$ cat src/rtl/trigger_conditioner.sv
// trigger_conditioner
//   Front end for the pipelined top level. Synchronises and debounces a raw push-button and
//   emits one fixed-width trigger_val pulse per accepted press. Each accepted press also latches
//   the current value of a free-running 32-bit LFSR as a seed and bumps a wrapping press counter.
//
// Ports
//   clk          in   1      single clock, rising edge
//   rst          in   1      synchronous, active-high reset (priority over everything)
//   btn_raw      in   1      asynchronous raw button level, 1 = pressed
//   trigger_val  out  1      registered; high exactly HOLD_CYCLES cycles per accepted press
//   seed         out  WIDTH  registered; LFSR value captured at press acceptance
//   busy         out  1      registered; high whenever the FSM is not idle
//   press_count  out  8      registered; accepted presses, wraps 255 -> 0
module trigger_conditioner #(
    parameter int unsigned WIDTH           = 32,
    parameter int unsigned DEBOUNCE_CYCLES = 16,
    parameter int unsigned HOLD_CYCLES     = 4,
    parameter logic [31:0] LFSR_INIT       = 32'h0000_0001
) (
    input  logic             clk,
    input  logic             rst,
    input  logic             btn_raw,
    output logic             trigger_val,
    output logic [WIDTH-1:0] seed,
    output logic             busy,
    output logic [7:0]       press_count
);

    localparam int unsigned MAX_CYCLES =
        (DEBOUNCE_CYCLES > HOLD_CYCLES) ? DEBOUNCE_CYCLES : HOLD_CYCLES;
    localparam int unsigned CNT_W = $clog2(MAX_CYCLES) + 1;

    localparam logic [CNT_W-1:0] DEB_LAST  = CNT_W'(DEBOUNCE_CYCLES - 1);
    localparam logic [CNT_W-1:0] HOLD_LAST = CNT_W'(HOLD_CYCLES - 1);
    localparam logic [CNT_W-1:0] CNT_ONE   = CNT_W'(1);

    // An all-zero LFSR would lock up, so a zero init value is promoted to 1.
    localparam logic [31:0] LFSR_RST = (LFSR_INIT == 32'h0) ? 32'h0000_0001 : LFSR_INIT;

    typedef enum logic [1:0] {
        StIdle,
        StDebounce,
        StFire,
        StRelease
    } state_e;

    state_e           state_q;
    logic [CNT_W-1:0] cnt_q;
    logic             s1_q;
    logic             s2_q;
    logic [31:0]      lfsr_q;

    // Outputs are registered from the next state: each branch sets trigger_val/busy to match
    // the state it moves into, so they line up with state_q one cycle later.
    always_ff @(posedge clk) begin
        if (rst) begin
            state_q     <= StIdle;
            cnt_q       <= '0;
            s1_q        <= 1'b0;
            s2_q        <= 1'b0;
            lfsr_q      <= LFSR_RST;
            trigger_val <= 1'b0;
            seed        <= '0;
            busy        <= 1'b0;
            press_count <= 8'd0;
        end else begin
            s1_q   <= btn_raw;
            s2_q   <= s1_q;
            lfsr_q <= {lfsr_q[30:0], lfsr_q[31] ^ lfsr_q[21] ^ lfsr_q[1] ^ lfsr_q[0]};

            unique case (state_q)
                StIdle: begin
                    cnt_q       <= '0;
                    trigger_val <= 1'b0;
                    if (s2_q) begin
                        state_q <= StDebounce;
                        busy    <= 1'b1;
                    end else begin
                        busy    <= 1'b0;
                    end
                end

                StDebounce: begin
                    if (!s2_q) begin
                        // Glitch shorter than the qualification window.
                        state_q     <= StIdle;
                        cnt_q       <= '0;
                        trigger_val <= 1'b0;
                        busy        <= 1'b0;
                    end else if (cnt_q == DEB_LAST) begin
                        state_q     <= StFire;
                        cnt_q       <= '0;
                        trigger_val <= 1'b1;
                        busy        <= 1'b1;
                        seed        <= WIDTH'(lfsr_q);
                        press_count <= press_count + 8'd1;
                    end else begin
                        cnt_q       <= cnt_q + CNT_ONE;
                        trigger_val <= 1'b0;
                        busy        <= 1'b1;
                    end
                end

                StFire: begin
                    // Button level is ignored while the pulse is being emitted.
                    busy <= 1'b1;
                    if (cnt_q == HOLD_LAST) begin
                        state_q     <= StRelease;
                        cnt_q       <= '0;
                        trigger_val <= 1'b0;
                    end else begin
                        cnt_q       <= cnt_q + CNT_ONE;
                        trigger_val <= 1'b1;
                    end
                end

                StRelease: begin
                    trigger_val <= 1'b0;
                    if (s2_q) begin
                        // Bounce or still held: restart release qualification.
                        cnt_q <= '0;
                        busy  <= 1'b1;
                    end else if (cnt_q == DEB_LAST) begin
                        state_q <= StIdle;
                        cnt_q   <= '0;
                        busy    <= 1'b0;
                    end else begin
                        cnt_q <= cnt_q + CNT_ONE;
                        busy  <= 1'b1;
                    end
                end

                default: begin
                    state_q     <= StIdle;
                    cnt_q       <= '0;
                    trigger_val <= 1'b0;
                    busy        <= 1'b0;
                end
            endcase
        end
    end

endmodule

$ cat config.mk
export PLATFORM = sky130hd
export DESIGN_NAME = trigger_conditioner
export DESIGN_NICKNAME = d
export VERILOG_FILES = /design/src/rtl/trigger_conditioner.sv
export SDC_FILE = /design/constraint.sdc
export NUM_CORES = 1
export LEC_CHECK = 0
export ABC_AREA = 1
export ABC_CLOCK_PERIOD_IN_PS = 1600
export CAP_MARGIN = 20
export CORE_MARGIN = 4
export CORE_UTILIZATION = 45
export DETAILED_ROUTE_END_ITERATION = 8
export MAX_ROUTING_LAYER = met4
export PLACE_DENSITY = 0.78
export SLEW_MARGIN = 20
export SYNTH_ARGS = -nofsm -noshare
export SYNTH_HDL_FRONTEND = slang
export SYNTH_SLANG_ARGS = --single-unit
$ cat constraint.sdc
create_clock -name clk -period 1.6 [get_ports clk]
set_input_delay 0.24 -clock clk [delete_from_list [all_inputs] [get_ports clk]]
set_output_delay 0.24 -clock clk [all_outputs]
set_load 0.01 [all_outputs]
==> metrics.md <==
| Metric | Value |
|---|---|
| Max incr delay on CP | `0.56 ns` |
| Critical path required time | `1.36 ns` |
| Slew @ Worst Pin | `between 0.3 and 0.4 ns` |
| Max_cap viols | `0` |
| Relative slew slack | `79.7%` |
| DP HPWL | `roughly 3700 um` |
| Mean post-synth cell area | `between 8 and 9 sq um` |
| Area of placed instances | `3410 sq um` |
| Full die area | `7770 sq um` |
| First-pass GRT wire length | `9910 um` |
| Area Growth Syn to Fin | `28.5%` |
| Seq. cell area | `1670 sq um` |
| Initial Utilization | `a little under half` |
| Clock Skew | `0.0108 ns` |
| Crit Path Category | `reg -> out` |
| CP endpoint kind | `primary output` |
| Leakage | `1.48 nW` |
| RSZ-0062 raised after global routing | `false` |
| CTS tree | `yes` |
| Clock tree sinks | `83` |
| Number of synthesized register bits | `between 80 and 90` |
| Most common cell after layout, fill and taps aside | `dfxtp_1` |
| Critical-path maximum fanout | `5` |
| Height of the chip | `88.2 um` |
| Fin crit share | `around 97%` |
| Post-DRT Antenna Nets | `0` |
| CP Cell Sequence | `clkdlybuf4s50_1` |
| Worst VDD drop | `0.607 mV` |
| Critical path arrival | `1.31 ns` |
| Post-CTS setup buffer count | `0` |
| Status | `finished, final reports clean` |
| Fin crit period | `1.55 ns` |
| Post-synth top area share | `57.5%` |
| Fraction of the yosys area taken by sequential cells | `57.5%` |
| CP delay by family, top | `buffers and inverters` |
| Post-Synthesis Cell Area | `between 2000 and 3000 sq um` |
| Post-Route WL | `between 5000 and 6000 um` |
| Clk root buf | `clkbuf_8` |
| Area contributors post-synth | `dfxtp_1 57%, a21oi_1 7.3%, inv_1 6.9%, nor2_1 6.5%, o21ai_1 5.5%` |
| NumNets Final | `397` |
| Synth Instances | `343` |
| Vias in the first global route | `2233` |
| # DRC | `0` |
| Setup violators final | `0` |
| Multi-input combinational cell area | `~950 sq um` |
| Final Total Pwr | `between 0.003 and 0.004 W` |
| Layout fillers | `533` |
| Initial DRC Count | `around 140` |
| # diodes | `0` |
| Share of cells above drive strength 1 | `9.85%` |
| CP max-delay cell | `clkdlybuf4s50_1` |
| Core box area | `6060 sq um` |
| Vias | `2261` |
| Synth Warn # | `0` |
| Largest net degree at the start of global routing | `52` |
| PwrDens | `1040 nW/um^2` |
| TNS Setup | `0 ns` |
| Num CTS Buffers | `9` |
| Clock Pin Slew Worst Setup and Hold Paths | `0.09 ns` |
| FMAX | `647 MHz` |
| I/O pins | `45` |
| Initial antenna violation count | `0` |
| Worst skew pair latency | `0.35 ns` |
| Syn Nets | `between 300 and 400` |
| Gpl congestion | `between 0.8 and 0.9` |
| Final instance area | `3720 sq um` |
| 1st-pass router iterations | `4` |
| Tot GR Track Use | `16.6%` |
| # rows | `28` |
| Yosys top cell by area | `dfxtp_1` |
| H-tree depth | `3` |
| Min-delay worst type | `in -> reg` |
| Commonest cells after routing, fill and taps aside | `76 x dfxtp_1, 53 x inv_1, 50 x nor2_1, 43 x clkdlybuf4s50_1, 42 x a21oi_1` |
| Die X | `88.2 um` |
| Clock buffer depth | `2` |
| Nature of the critical path startpoint | `flop` |
| I/O Buffers | `44` |
| Routed WL per cell | `12.6 um` |
| Grt ovf | `0` |
| Cell variety after synth | `23` |
| Vias per cell | `4.80` |
| Slew Viols, Final | `0` |
| Buf/Inv on CP | `1` |
| Hold Violations, Final | `0` |
-- repair_timing --
action | 4_1_cts | 5_1_grt
pin swaps | 1 | 3
endpoints found under the hold margin | 0 | 0
hold buffers | 0 | 0
gates cloned | 0 | 2
gates resized for setup | 0 | 9
setup endpoints to repair | 1 | 36
-- path summary, 6_finish.rpt --
path,endpoint,cells after the start,from,slack [ns]
max,press_count[2],1,press_count[2],0.05
min,press_count[2],4,rst,0.32
max reg2reg,press_count[7],8,cnt_q[1],0.11
min reg2reg,lfsr_q[15],2,lfsr_q[14],0.43
-- per-stage QoR --
step	setup slack, ns	cells	hold WS, ns	utilization, %
after floorplan	0.173	343	0.347	-
after CTS	0.000760	469	0.312	60.1
after global routing	0.00102	471	0.329	61.3
final	0.0543	471	0.315	61.3
after global placement	0.112	453	0.401	56.3
after detailed placement	0.0188	453	0.416	56.3
-- routing by layer --
layer,GRT usage [%],part of all wire (%),vias to the layer above
met3,5.08,4.3,11
met1,21.4,49,1031
met5,-,0,-
li1,-,-,1175
met4,5.36,1.2,0
met2,24.9,46,44
-- kinds of logic after synthesis --
group	count (synthesis)	share of synthesized area [%]
AOI/OAI and AO/OA	79	13.8
xor gates and xnor gates	6	1.82
adders and majority gates	3	1.30
buffers and inverters	70	10.3
DFF	83	57.5
muxes	1	0.346
and+or+nand+nor	101	15.1
-- Yosys cell counts --
library cell   n
o21a_1         1
xnor2_1        2
nor2_4         1
buf_6          4
clkbuf_1       8
nand2_2        1
ha_1           3
nor2_1        50
a21oi_1       42
inv_2          2
nor3_1         1
buf_2          3
inv_1         53
mux2i_1        1
nand4_1        4
nand3_1       13
nand2_1       29
nor2_2         1
xor2_1         4
o21ai_0        4
nor2_8         1
dfxtp_1       83
o21ai_1       32
-- state kept, by name, indices dropped and copies added (netlist names), named ones only --
name / cells
cnt_q: 5
state_q: 1
press_count: 8
lfsr_q: 32
trigger_val: 1
busy: 1
s1_q: 1
seed: 32
s2_q: 1
-- worst min-delay path, cell delays in order --
cell	delay, ns
buf_2	0.10
inv_1	0.14
nand2_1	0.11
a21oi_1	0.03
-- where the power goes --
group          switching (W)  internal [W]
clock               0.000767      0.000935
combinational      0.0000573     0.0000295
sequential         0.0000120       0.00208
-- layout make-up --
class                      instances  area share [%]
sequential                        83            44.9
multi-input combinational        190            25.5
timing repair buffer              52            15.3
inverter                          55            5.56
clock buffer                      10            3.70
clock inverter                     6            2.53
tap                               75            2.53
(Power assumes the default switching activity.)
